$ cat config.mk
export PLATFORM = sky130hd
export DESIGN_NAME = seg_decode_flat
export DESIGN_NICKNAME = d
export VERILOG_FILES = /design/src/rtl/seg_decode_if.sv /design/src/rtl/seg_decode.sv /design/src/flat_wrapper.sv
export SDC_FILE = /design/constraint.sdc
export NUM_CORES = 1
export LEC_CHECK = 0
export CAP_MARGIN = 30
export CORE_UTILIZATION = 45
export DETAILED_ROUTE_END_ITERATION = 7
export GPL_ROUTABILITY_DRIVEN = 0
export PLACE_DENSITY_LB_ADDON = 0.05
export SETUP_SLACK_MARGIN = 0.05
export SYNTH_ARGS = -nofsm -noshare
export SYNTH_HDL_FRONTEND = slang
export SYNTH_SLANG_ARGS = --single-unit
$ cat constraint.sdc
create_clock -name sys_clk -period 6.1 [get_ports sys_clk]
set_input_delay 1.525 -clock sys_clk [delete_from_list [all_inputs] [get_ports sys_clk]]
set_output_delay 1.525 -clock sys_clk [all_outputs]
set_load 0.01 [all_outputs]
$ cat src/rtl/seg_decode_if.sv
// Sel/seg display bus plus the decoded-frame result signals of seg_decode.
// master = the side driving the display bus, slave = the decoder.
interface seg_decode_if;
  logic [5:0]  sel;
  logic [7:0]  seg;
  logic [23:0] data_out;
  logic [5:0]  dp_out;
  logic [5:0]  blank_out;
  logic [5:0]  digit_err;
  logic        frame_valid;
  logic        sel_err;

  modport master (
    output sel, seg,
    input  data_out, dp_out, blank_out, digit_err, frame_valid, sel_err
  );

  modport slave (
    input  sel, seg,
    output data_out, dp_out, blank_out, digit_err, frame_valid, sel_err
  );
endinterface

$ cat src/rtl/seg_decode.sv
// Seven-segment bus monitor: debounces each sel/seg value and decodes it to a hex digit.
// Reassembles a 6-digit frame from a static or a scanned display.
module seg_decode #(
  parameter int STABLE_CYC = 16,
  parameter int CNT_W      = 5
) (
  input  logic         sys_clk,
  input  logic         sys_rst,
  seg_decode_if.slave  bus
);

  localparam logic [CNT_W-1:0] CNT_MAX = CNT_W'(STABLE_CYC);
  localparam logic [CNT_W-1:0] CNT_HIT = CNT_W'(STABLE_CYC - 1);

  // Result layout: {err, blank, nibble}
  function automatic logic [5:0] seg_to_digit(input logic [6:0] pat);
    logic [5:0] res;
    case (pat)
      7'h40:   res = {2'b00, 4'h0};
      7'h79:   res = {2'b00, 4'h1};
      7'h24:   res = {2'b00, 4'h2};
      7'h30:   res = {2'b00, 4'h3};
      7'h19:   res = {2'b00, 4'h4};
      7'h12:   res = {2'b00, 4'h5};
      7'h02:   res = {2'b00, 4'h6};
      7'h78:   res = {2'b00, 4'h7};
      7'h00:   res = {2'b00, 4'h8};
      7'h10:   res = {2'b00, 4'h9};
      7'h08:   res = {2'b00, 4'hA};
      7'h03:   res = {2'b00, 4'hB};
      7'h46:   res = {2'b00, 4'hC};
      7'h21:   res = {2'b00, 4'hD};
      7'h06:   res = {2'b00, 4'hE};
      7'h0E:   res = {2'b00, 4'hF};
      7'h7F:   res = {2'b01, 4'h0};
      default: res = {2'b10, 4'h0};
    endcase
    return res;
  endfunction

  logic [5:0]       sel_r;
  logic [7:0]       seg_r;
  logic [13:0]      prev_r;
  logic [CNT_W-1:0] cnt_r;
  logic [5:0]       mask_r;
  logic [23:0]      nib_sh_r;
  logic [5:0]       dp_sh_r;
  logic [5:0]       blank_sh_r;
  logic [5:0]       err_sh_r;
  logic [23:0]      data_r;
  logic [5:0]       dp_r;
  logic [5:0]       blank_r;
  logic [5:0]       err_r;
  logic             frame_valid_r;
  logic             sel_err_r;

  logic [5:0]       dec_s;
  logic             same_s;
  logic             strobe_s;
  logic             onehot_s;
  logic             all_s;
  logic             zero_s;
  logic [5:0]       wr_mask_s;
  logic             multi_err_s;
  logic             frame_done_s;

  assign dec_s        = seg_to_digit(seg_r[6:0]);
  assign same_s       = ({sel_r, seg_r} == prev_r);
  // Only the CNT_HIT -> CNT_MAX step fires; a saturated counter never re-captures
  assign strobe_s     = same_s && (cnt_r == CNT_HIT);
  assign zero_s       = (sel_r == 6'h00);
  assign all_s        = (sel_r == 6'h3F);
  assign onehot_s     = !zero_s && ((sel_r & (sel_r - 6'd1)) == 6'h00);
  assign multi_err_s  = strobe_s && !zero_s && !onehot_s && !all_s;
  assign frame_done_s = (mask_r == 6'h3F);

  // Slots written by this cycle's capture strobe
  always_comb begin
    wr_mask_s = 6'h00;
    if (strobe_s && all_s) begin
      wr_mask_s = 6'h3F;
    end else if (strobe_s && onehot_s) begin
      wr_mask_s = sel_r;
    end else begin
      wr_mask_s = 6'h00;
    end
  end

  // Input registers and stability counter
  always_ff @(posedge sys_clk or posedge sys_rst) begin
    if (sys_rst) begin
      sel_r  <= 6'h00;
      seg_r  <= 8'h00;
      prev_r <= 14'h0000;
      cnt_r  <= '0;
    end else begin
      sel_r  <= bus.sel;
      seg_r  <= bus.seg;
      prev_r <= {sel_r, seg_r};
      if (!same_s) begin
        cnt_r <= '0;
      end else if (cnt_r != CNT_MAX) begin
        cnt_r <= cnt_r + CNT_W'(1);
      end
    end
  end

  // Shadow slots and capture mask; a strobe coinciding with frame completion keeps its bit
  always_ff @(posedge sys_clk or posedge sys_rst) begin
    if (sys_rst) begin
      mask_r     <= 6'h00;
      nib_sh_r   <= 24'h000000;
      dp_sh_r    <= 6'h00;
      blank_sh_r <= 6'h00;
      err_sh_r   <= 6'h00;
    end else begin
      if (frame_done_s) begin
        mask_r <= wr_mask_s;
      end else begin
        mask_r <= mask_r | wr_mask_s;
      end
      for (int i = 0; i < 6; i++) begin
        if (wr_mask_s[i]) begin
          nib_sh_r[4*i +: 4] <= dec_s[3:0];
          dp_sh_r[i]         <= ~seg_r[7];
          blank_sh_r[i]      <= dec_s[4];
          err_sh_r[i]        <= dec_s[5];
        end
      end
    end
  end

  // Frame outputs and one-cycle status pulses
  always_ff @(posedge sys_clk or posedge sys_rst) begin
    if (sys_rst) begin
      data_r        <= 24'h000000;
      dp_r          <= 6'h00;
      blank_r       <= 6'h00;
      err_r         <= 6'h00;
      frame_valid_r <= 1'b0;
      sel_err_r     <= 1'b0;
    end else begin
      frame_valid_r <= frame_done_s;
      sel_err_r     <= multi_err_s;
      if (frame_done_s) begin
        data_r  <= nib_sh_r;
        dp_r    <= dp_sh_r;
        blank_r <= blank_sh_r;
        err_r   <= err_sh_r;
      end
    end
  end

  assign bus.data_out    = data_r;
  assign bus.dp_out      = dp_r;
  assign bus.blank_out   = blank_r;
  assign bus.digit_err   = err_r;
  assign bus.frame_valid = frame_valid_r;
  assign bus.sel_err     = sel_err_r;

endmodule
$ cat src/flat_wrapper.sv
// flat-port wrapper written by rule: the top's interface ports become plain ports
module seg_decode_flat 
#(
  parameter int STABLE_CYC = 16,
  parameter int CNT_W      = 5
)
  (sys_clk, sys_rst, bus_sel, bus_seg, bus_data_out, bus_dp_out, bus_blank_out, bus_digit_err, bus_frame_valid, bus_sel_err);
  seg_decode_if bus_i ();
  input  logic sys_clk;
  input  logic sys_rst;
  input wire logic [$bits(bus_i.sel)-1:0] bus_sel;
  input wire logic [$bits(bus_i.seg)-1:0] bus_seg;
  output wire logic [$bits(bus_i.data_out)-1:0] bus_data_out;
  output wire logic [$bits(bus_i.dp_out)-1:0] bus_dp_out;
  output wire logic [$bits(bus_i.blank_out)-1:0] bus_blank_out;
  output wire logic [$bits(bus_i.digit_err)-1:0] bus_digit_err;
  output wire logic [$bits(bus_i.frame_valid)-1:0] bus_frame_valid;
  output wire logic [$bits(bus_i.sel_err)-1:0] bus_sel_err;
  assign bus_i.sel = bus_sel;
  assign bus_i.seg = bus_seg;
  assign bus_data_out = bus_i.data_out;
  assign bus_dp_out = bus_i.dp_out;
  assign bus_blank_out = bus_i.blank_out;
  assign bus_digit_err = bus_i.digit_err;
  assign bus_frame_valid = bus_i.frame_valid;
  assign bus_sel_err = bus_i.sel_err;
  seg_decode #(.STABLE_CYC(STABLE_CYC), .CNT_W(CNT_W)) u_core (.sys_clk(sys_clk), .sys_rst(sys_rst), .bus(bus_i));
endmodule
==> results of run 1 <==
## layout by cell type, fill, tap and decap left out, drive strengths merged, types with 2 or more instances in the layout
cell type | netlist | final
inv | 16 | 16
nor4b | 2 | 2
or3 | 6 | 6
a211o | 2 | 2
nand3 | 4 | 4
o2bb2ai | 2 | 2
a31oi | 3 | 3
mux2 | 36 | 36
clkdlybuf4s50 | 0 | 59
nand4 | 3 | 3
ha | 3 | 3
nor2 | 18 | 18
bufinv | 0 | 2
nand2 | 124 | 124
buf | 9 | 3
dfrtp | 125 | 125
clkinvlp | 0 | 2
or4 | 3 | 3
clkinv | 0 | 7
xor2 | 16 | 16
nor4 | 4 | 4
nor3 | 13 | 13
o21ai | 13 | 13
a21o | 5 | 5
clkbuf | 15 | 20
and2 | 2 | 2
and3 | 4 | 4
o21a | 2 | 2
xnor2 | 5 | 5
and4 | 2 | 2
mux2i | 7 | 7
## final cells by class
type / count / area, um^2 / area share [%]
multi-input combinational: 295 / 1939 / 29.84
sequential: 125 / 3128 / 48.12
clock buffer: 20 / 436.7 / 6.718
inverter: 16 / 62.56 / 0.9625
tap: 143 / 178.9 / 2.753
timing repair buffer: 62 / 633.1 / 9.740
clock inverter: 11 / 121.4 / 1.867
## tightest hold or removal path, cell delays in order, from the launching register on
cell and delay (ns):
dfrtp_1 0.34, nand2_1 0.05, nand2_1 0.05
## worst max-delay path by stage
| stage | start | to | slack (ns) | cells after the start |
|---|---|---|---|---|
| 2_1_floorplan | sys_rst | u_core.blank_sh_r[0]$_DFFE_PP0P_ | 1.25 | 1 |
| 3_3_place_gp | sys_rst | u_core.bus.dp_out[4]$_DFFE_PP0P_ | 2.77 | 3 |
| 3_5_place_dp | sys_rst | u_core.dp_sh_r[4]$_DFFE_PP0P_ | 3.01 | 4 |
| 4_1_cts | u_core.bus.data_out[2]$_DFFE_PP0P_ | bus_data_out[2] | 3.26 | 1 |
| 5_1_grt | u_core.bus.dp_out[0]$_DFFE_PP0P_ | bus_dp_out[0] | 3.22 | 1 |
| 6_report | u_core.bus.data_out[2]$_DFFE_PP0P_ | bus_data_out[2] | 3.29 | 1 |
## Yosys cell counts, types with 5 or more instances
library cell and count:
xnor2_1 5, mux2i_1 7, nor2_1 13, or3_1 6
mux2_2 24, nand2_1 124, clkbuf_1 15, o21ai_1 6
mux2_4 6, a21o_1 5, xor2_1 15, nor2_4 5
mux2_1 6, dfrtp_1 125, nor3_1 12, o21ai_0 7
inv_1 15
## where the power goes
part | internal (uW) | switching (uW)
Sequential | 839 | 19.6
Clock | 597 | 350
Combinational | 25.9 | 36.8
## state kept, by name, indices dropped and copies added (netlist names)
register and flops:
u_core.blank_sh_r 6, u_core.bus.blank_out 6, u_core.bus.data_out 24, u_core.bus.digit_err 6, u_core.bus.dp_out 6, u_core.bus.frame_valid 1, u_core.bus.sel_err 1, u_core.cnt_r 5
u_core.dp_sh_r 6, u_core.err_sh_r 6, u_core.mask_r 6, u_core.nib_sh_r 24, u_core.prev_r 14, u_core.seg_r 8, u_core.sel_r 6
## logic make-up (layout without fill, tap and decap cells)
family	Yosys count	count (layout)	share of synthesized area, %
compound gates	35	35	4.435
fa+ha+maj	4	4	0.9061
xor+xnor	21	21	3.648
flops	125	125	59.61
simple gates	192	192	18.46
mux	43	43	9.490
buf+inv	40	109	3.457
## routing by layer
| layer | global-route usage, % | vias up | part of all wire (%) | routed length [um] |
|---|---|---|---|---|
| met4 | 6.095 | 0 | 1.2 | 125 |
| met5 | 0 | - | 0 | 0 |
| li1 | - | 1649 | - | - |
| met3 | 4.644 | 16 | 3.0 | 300 |
| met1 | 27.26 | 1695 | 49 | 5028 |
| met2 | 28.35 | 62 | 46 | 4710 |
## metrics by stage
step	area, um^2	power [uW]	hold slack (ns)	setup WS [ns]	std cells
2_1_floorplan	5248	914.0	0.3487	1.247	460
3_3_place_gp	5914	932.8	0.4454	2.775	640
3_5_place_dp	5942	937.1	0.4499	3.006	641
4_1_cts	6500	1887	0.4646	3.262	672
5_1_grt	6500	1938	0.4764	3.220	672
6_report	6500	1868	0.4602	3.285	672
==> out/summary.txt, run 1 <==
Run status: finished clean
Vias in the first global route: 3,315
Synth cell types: 54
RSZ-0062 raised after global routing: false
DRT iter0 DRCs: 203
Die height: 110.0 um
Slowest-stage cell, CP: clkdlybuf4s50_1
Startpoint Class: flip-flop
Top cells by area, synth: dfrtp_1 (60%), nand2_1 (8.9%), mux2_2 (5.2%)
PostCTS Resize Cnt: 0
Setup tns final: 0 ns
Worst Hold Class: flip-flop to flip-flop
Peak Freq: 355.2 MHz
Clk slew on worst S/H paths: 0.06 ns
Worst setup EP type: primary output
Final #Nets: 536
Yosys reg bits: 125
FF-to-FF path depth: 5
Number of synthesized flops with an enable pin: 0
Setup Crit Path Kind: flip-flop to primary output
Min-delay src: u_core.nib_sh_r[16]$_DFFE_PP0P_
Fill cell count: 1,028
CTS Root Cell: clkbuf_16
Die Wd: 110.0 um
Synth-to-layout area growth: 23.87%
Num CTS Buffers: 17
Synth top area share: 59.61%
Synth Instances: 460
Residual DRC count: 0
Syn nets: 479
Antenna diode count: 0
Starting Density: 46.15%
Layout cells sized above 1: 14.37%
Maximum clock path buffer count: 2
Rows: 39
Post-DP HPWL: 6307 um
Tmin final: 2.815 ns
Yosys top cell by area: dfrtp_1
Post-DR vias/cell: 5.092
Count of final max-slew check failures: 0
Post-route ant nets: 0
Final Util: 57.17%
Sequence of cells on the critical path: clkdlybuf4s50_1
Leak Pwr: 0.003136 uW
Hold Path End: u_core.bus.data_out[16]$_DFFE_PP0P_
Postcts setup bufs: 0
Global-route wire length before repair: 17,190 um
Final WL: 10,170 um
Reg2reg start: u_core.seg_r[0]$_DFF_PP0_
Total global routing overflow: 0
# clock sinks: 125
I/O Buffers: 59
Period utilization: 46.15%
Post-synth ARST share: 100.0%
Critical R2R Capture: u_core.err_sh_r[2]$_DFFE_PP0P_
CP required: 4.58 ns
Synth Cell Area: 5248 um^2
Worst VDD drop: 0.1471 mV
Worst-Margin Slew: 1.010 ns
Slowest cell delay on critical path: 0.54 ns
Number of H-tree levels: 4
TritonCTS clock tree: built
Final Hold Fails: 0
DR vias: 3,422
Crit Path Max Fanout: 2
First-pass DRT Iterations: 5
Hold Path Depth: 2
Overall global routing resource usage: 19.00%
Main synth FF type: dfrtp_1
Clock Latency Late Sink: 0.40 ns
Setup-failing EPs final: 0
CP bufs+invs: 1
Max Clock Skew: 0.01123 ns
Core area: 11,370 um^2
Flop-to-flop setup slack: 3.48 ns
Largest net degree at the start of global routing: 60
Syn Area/Cell: 11.41 um^2
Die Area: 12,100 um^2
Sequential area share after synthesis: 59.61%
Slew headroom: 32.48%
Synth warn: 0
Power Density: 287.4 nW/um^2
# hold bufs at CTS: 0
DR WL/cell: 15.13 um
Initial antenna violation count: 0
Max_cap viols: 0
Crit path max-delay family: buffers and inverters
Signal arrival time at the worst endpoint: 1.29 ns
Top Ports: 60
Power figures use the tool's default switching activity.
==> run 2: changes to the inputs <==
- clock period: 6.1 -> 2.93 ns (I/O delays scaled with it)
==> out/summary.txt, run 2 (synthesis gave the netlist of run 1 again) <==
Switching component of the power: 897.0 uW
Post-DP HPWL: 6955 um
Slew headroom: 59.15%
First-pass DRT Iterations: 6
Count of final max-slew check failures: 0
Worst Hold Class: flip-flop to flip-flop
Power Density: 636.9 nW/um^2
Global Route met2 Usage: 29.42%
Internal: 3337 uW
Most common cell after layout, fill and taps aside: dfrtp_1
# hold bufs at CTS: 0
Global-route wire length before repair: 17,510 um
# clock sinks: 125
Setup-failing EPs final: 0
Leak Pwr: 0.003200 uW
PostCTS Resize Cnt: 0
Met1 usage: 27.48%
Signal arrival time at the worst endpoint: 2.96 ns
Met3 Usage GRT: 4.762%
Largest net degree at the start of global routing: 55
Max_cap viols: 0
Number of H-tree levels: 4
Postcts setup bufs: 0
Seq pwr share: 42.2%
Startpoint Class: flip-flop
Layout cells sized above 1: 15.73%
TritonCTS clock tree: built
DRT iter0 DRCs: 136
Num CTS Buffers: 17
Most frequent cells in the layout: dfrtp_1 (125), nand2_1 (124), clkdlybuf4s50_1 (59), mux2_2 (24), clkbuf_16 (17)
Top Ports: 60
Inst Count DP: 645
Final #Nets: 540
Post-route ant nets: 0
Run status: finished clean
DR vias: 3,448
Vias in the first global route: 3,350
Gate power share: 3.3%
Final WL: 10,640 um
Die Area: 12,100 um^2
Setup tns final: 0 ns
Worst setup EP type: flip-flop
CP required: 3.23 ns
Crit Path Max Fanout: 15
Layer with the highest usage: met2
Tmin final: 2.660 ns
Peak Freq: 376.0 MHz
Rows: 39
Clk pwr share: 54.5%
Antenna diode count: 0
Worst-Margin Slew: 0.6119 ns
Total global routing overflow: 0
Worst VDD drop: 0.4853 mV
Core area: 11,370 um^2
Initial antenna violation count: 0
Sw frac: 21.18%
DR WL/cell: 15.71 um
I/O Buffers: 59
Residual DRC count: 0
Final Hold Fails: 0
Die height: 110.0 um
CTS Root Cell: clkbuf_16
Clock Latency Late Sink: 0.42 ns
Final non-filler cell total: 677
RSZ-0062 raised after global routing: false
Max Clock Skew: 0.008325 ns
Post-DR vias/cell: 5.093
Starting Density: 46.15%
Clk slew on worst S/H paths: 0.05 ns
Period utilization: 90.77%
Overall global routing resource usage: 19.78%
Maximum clock path buffer count: 2
Setup Crit Path Kind: flip-flop to flip-flop
Synth-to-layout area growth: 26.68%
Die Wd: 110.0 um
-- run 2: changes by cell type in the layout (fill, tap and decap cells not counted), sizes merged --
| cell | previous run | this run |
|---|---|---|
| buf | 3 | 7 |
| bufinv | 2 | 5 |
| clkbuf | 20 | 18 |
| clkinvlp | 2 | 4 |
| clkinv | 7 | 6 |
| inv | 16 | 15 |
-- run 2: layout make-up --
class | instances | area (um^2)
timing repair buffer | 66 | 680.7
clock buffer | 18 | 439.2
tap | 143 | 178.9
inverter | 16 | 63.81
fill | 955 | 4722
sequential | 125 | 3128
multi-input combinational | 295 | 1939
clock inverter | 14 | 217.7
-- run 2: critical path: stages, from the launching register on --
cell	delay, ns
dfrtp_1	0.65
xor2_1	0.23
nor4_4	0.46
nand4_4	0.19
or3_1	0.61
mux2_4	0.39
-- run 2: stage by stage --
stage / instance area (um^2) / setup slack, ns / total power (uW) / utilization, % / hold slack (ns)
after floorplan: 5251 / 0.6582 / 1903 / - / 0.3487
after global placement: 5991 / 0.3049 / 1958 / 52.69 / 0.4538
after detailed placement: 5991 / 0.2644 / 1963 / 52.69 / 0.4530
after CTS: 6648 / 0.2465 / 4274 / 58.47 / 0.4702
after global routing: 6648 / 0.1221 / 4367 / 58.47 / 0.4875
final: 6648 / 0.2704 / 4234 / 58.47 / 0.4654
-- run 2: final timing paths --
kind,startpoint,to,slack [ns],cells past startpoint
max in group asynchronous,sys_rst,u_core.bus.digit_err[5]$_DFFE_PP0P_,1.59,3
min,u_core.nib_sh_r[15]$_DFFE_PP0P_,u_core.bus.data_out[15]$_DFFE_PP0P_,0.47,2
min in group asynchronous,sys_rst,u_core.nib_sh_r[6]$_DFFE_PP0P_,0.74,2
min reg2reg,u_core.nib_sh_r[15]$_DFFE_PP0P_,u_core.bus.data_out[15]$_DFFE_PP0P_,0.47,2
max,u_core.seg_r[4]$_DFF_PP0_,u_core.nib_sh_r[9]$_DFFE_PP0P_,0.27,5
max reg2reg,u_core.seg_r[4]$_DFF_PP0_,u_core.nib_sh_r[9]$_DFFE_PP0P_,0.27,5
-- run 2: routing by layer --
metal | part of all wire (%) | wire (um)
met5 | 0 | 0
met4 | 2.0 | 212
met3 | 3.2 | 339
met1 | 48 | 5144
met2 | 46 | 4942
-- run 2: power groups by stage --
stage | sequential, uW | clock (uW) | combinational, uW
after floorplan | 1790 | 0 | 113
after global placement | 1820 | 0 | 143
after detailed placement | 1820 | 0 | 146
after CTS | 1790 | 2340 | 146
after global routing | 1790 | 2420 | 159
final | 1790 | 2310 | 141
==> run 3: changes to the inputs <==
- MAX_ROUTING_LAYER: unset -> met4
==> out/summary.txt, run 3 (synthesis gave the netlist of run 1 again) <==
Run status: finished clean
Power Density: 637.1 nW/um^2
Max_cap viols: 0
Final Hold Fails: 0
Peak Freq: 375.3 MHz
RSZ-0062 raised after global routing: false
Num CTS Buffers: 17
Seq. cell area: 3128 um^2
Worst-Margin Slew: 0.6228 ns
Clock Latency Late Sink: 0.42 ns
CTS Root Cell: clkbuf_16
Startpoint Class: flip-flop
Rows: 39
Layout cells sized above 1: 15.73%
Fill cell count: 955
Max Clock Skew: 0.007126 ns
First-pass DRT Iterations: 4
TritonCTS clock tree: built
DRT iter0 DRCs: 138
DR WL/cell: 15.78 um
Final #Nets: 540
Leak Pwr: 0.003200 uW
Top Ports: 60
Final Util: 58.47%
Most frequent cells in the layout: dfrtp_1 (125), nand2_1 (124), clkdlybuf4s50_1 (59), mux2_2 (24), clkbuf_16 (17)
Tmin final: 2.664 ns
Setup-failing EPs final: 0
Setup tns final: 0 ns
Overall global routing resource usage: 20.44%
Initial antenna violation count: 0
Worst VDD drop: 0.4855 mV
# clock sinks: 125
Starting Density: 46.15%
Final WL: 10,690 um
Vias in the first global route: 3,351
Power Total: 4235 uW
Slew headroom: 58.42%
# hold bufs at CTS: 0
Post-route ant nets: 0
DR vias: 3,449
CP required: 3.23 ns
Die height: 110.0 um
Post-DR vias/cell: 5.095
Core area: 11,370 um^2
Placed Area: 5991 um^2
Signal arrival time at the worst endpoint: 2.97 ns
Number of H-tree levels: 4
Maximum clock path buffer count: 2
Worst Hold Class: flip-flop to flip-flop
PostCTS Resize Cnt: 0
Post-route cell area: 6648 um^2
Area of the multi-input gates: 1939 um^2
Largest net degree at the start of global routing: 55
Period utilization: 90.93%
Crit Path Max Fanout: 15
Synth-to-layout area growth: 26.68%
I/O Buffers: 59
Most common cell after layout, fill and taps aside: dfrtp_1
Flop-to-flop setup slack: 0.27 ns
Residual DRC count: 0
Clk slew on worst S/H paths: 0.05 ns
Setup Crit Path Kind: flip-flop to flip-flop
Count of final max-slew check failures: 0
Die Area: 12,100 um^2
Total global routing overflow: 0
Antenna diode count: 0
Global-route wire length before repair: 17,550 um
Postcts setup bufs: 0
Post-DP HPWL: 6955 um
Die Wd: 110.0 um
Worst setup EP type: flip-flop
run 3: per-stage QoR:
stage / hold WS [ns] / setup slack (ns) / instances
floorplan: 0.3487 / 0.6582 / 460
global placement: 0.4538 / 0.3049 / 645
detailed placement: 0.4530 / 0.2644 / 645
CTS: 0.4702 / 0.2465 / 677
global route: 0.4875 / 0.1225 / 677
finish: 0.4604 / 0.2658 / 677
run 3: final timing paths:
check,from,endpoint,cells after the start
worst max-delay path,u_core.seg_r[4]$_DFF_PP0_,u_core.nib_sh_r[9]$_DFFE_PP0P_,5
worst min-delay path,u_core.nib_sh_r[15]$_DFFE_PP0P_,u_core.bus.data_out[15]$_DFFE_PP0P_,2
worst max register to register,u_core.seg_r[4]$_DFF_PP0_,u_core.nib_sh_r[9]$_DFFE_PP0P_,5
worst min register to register,u_core.nib_sh_r[15]$_DFFE_PP0P_,u_core.bus.data_out[15]$_DFFE_PP0P_,2
max in group asynchronous,sys_rst,u_core.bus.digit_err[5]$_DFFE_PP0P_,3
min in group asynchronous,sys_rst,u_core.nib_sh_r[11]$_DFFE_PP0P_,2
run 3: worst max-delay path: stages, from the launching register on:
cell     delay, ns
dfrtp_1       0.65
xor2_1        0.23
nor4_4        0.46
nand4_4       0.19
or3_1         0.61
mux2_4        0.39
run 3: per-layer routing:
metal	up-vias	global-route usage (%)	routed length (um)
met2	75	29.42	4983
li1	1652	-	-
met4	0	8.286	136
met5	-	-	0
met1	1708	27.72	5144
met3	14	5.115	422
run 3: power breakdown:
| group | leakage (uW) | internal (uW) | switching [uW] |
|---|---|---|---|
| clock network | 0.000312 | 1530 | 776 |
| registers | 0.00168 | 1750 | 40.4 |
| logic | 0.00121 | 59.6 | 81.9 |
run 3: area by class of cell:
class | count | share of cell area (%)
Inverter | 16 | 0.9599
Multi-Input combinational cell | 295 | 29.17
Sequential cell | 125 | 47.05
Timing Repair Buffer | 66 | 10.24
Clock inverter | 14 | 3.275
Clock buffer | 18 | 6.606
Tap cell | 143 | 2.692
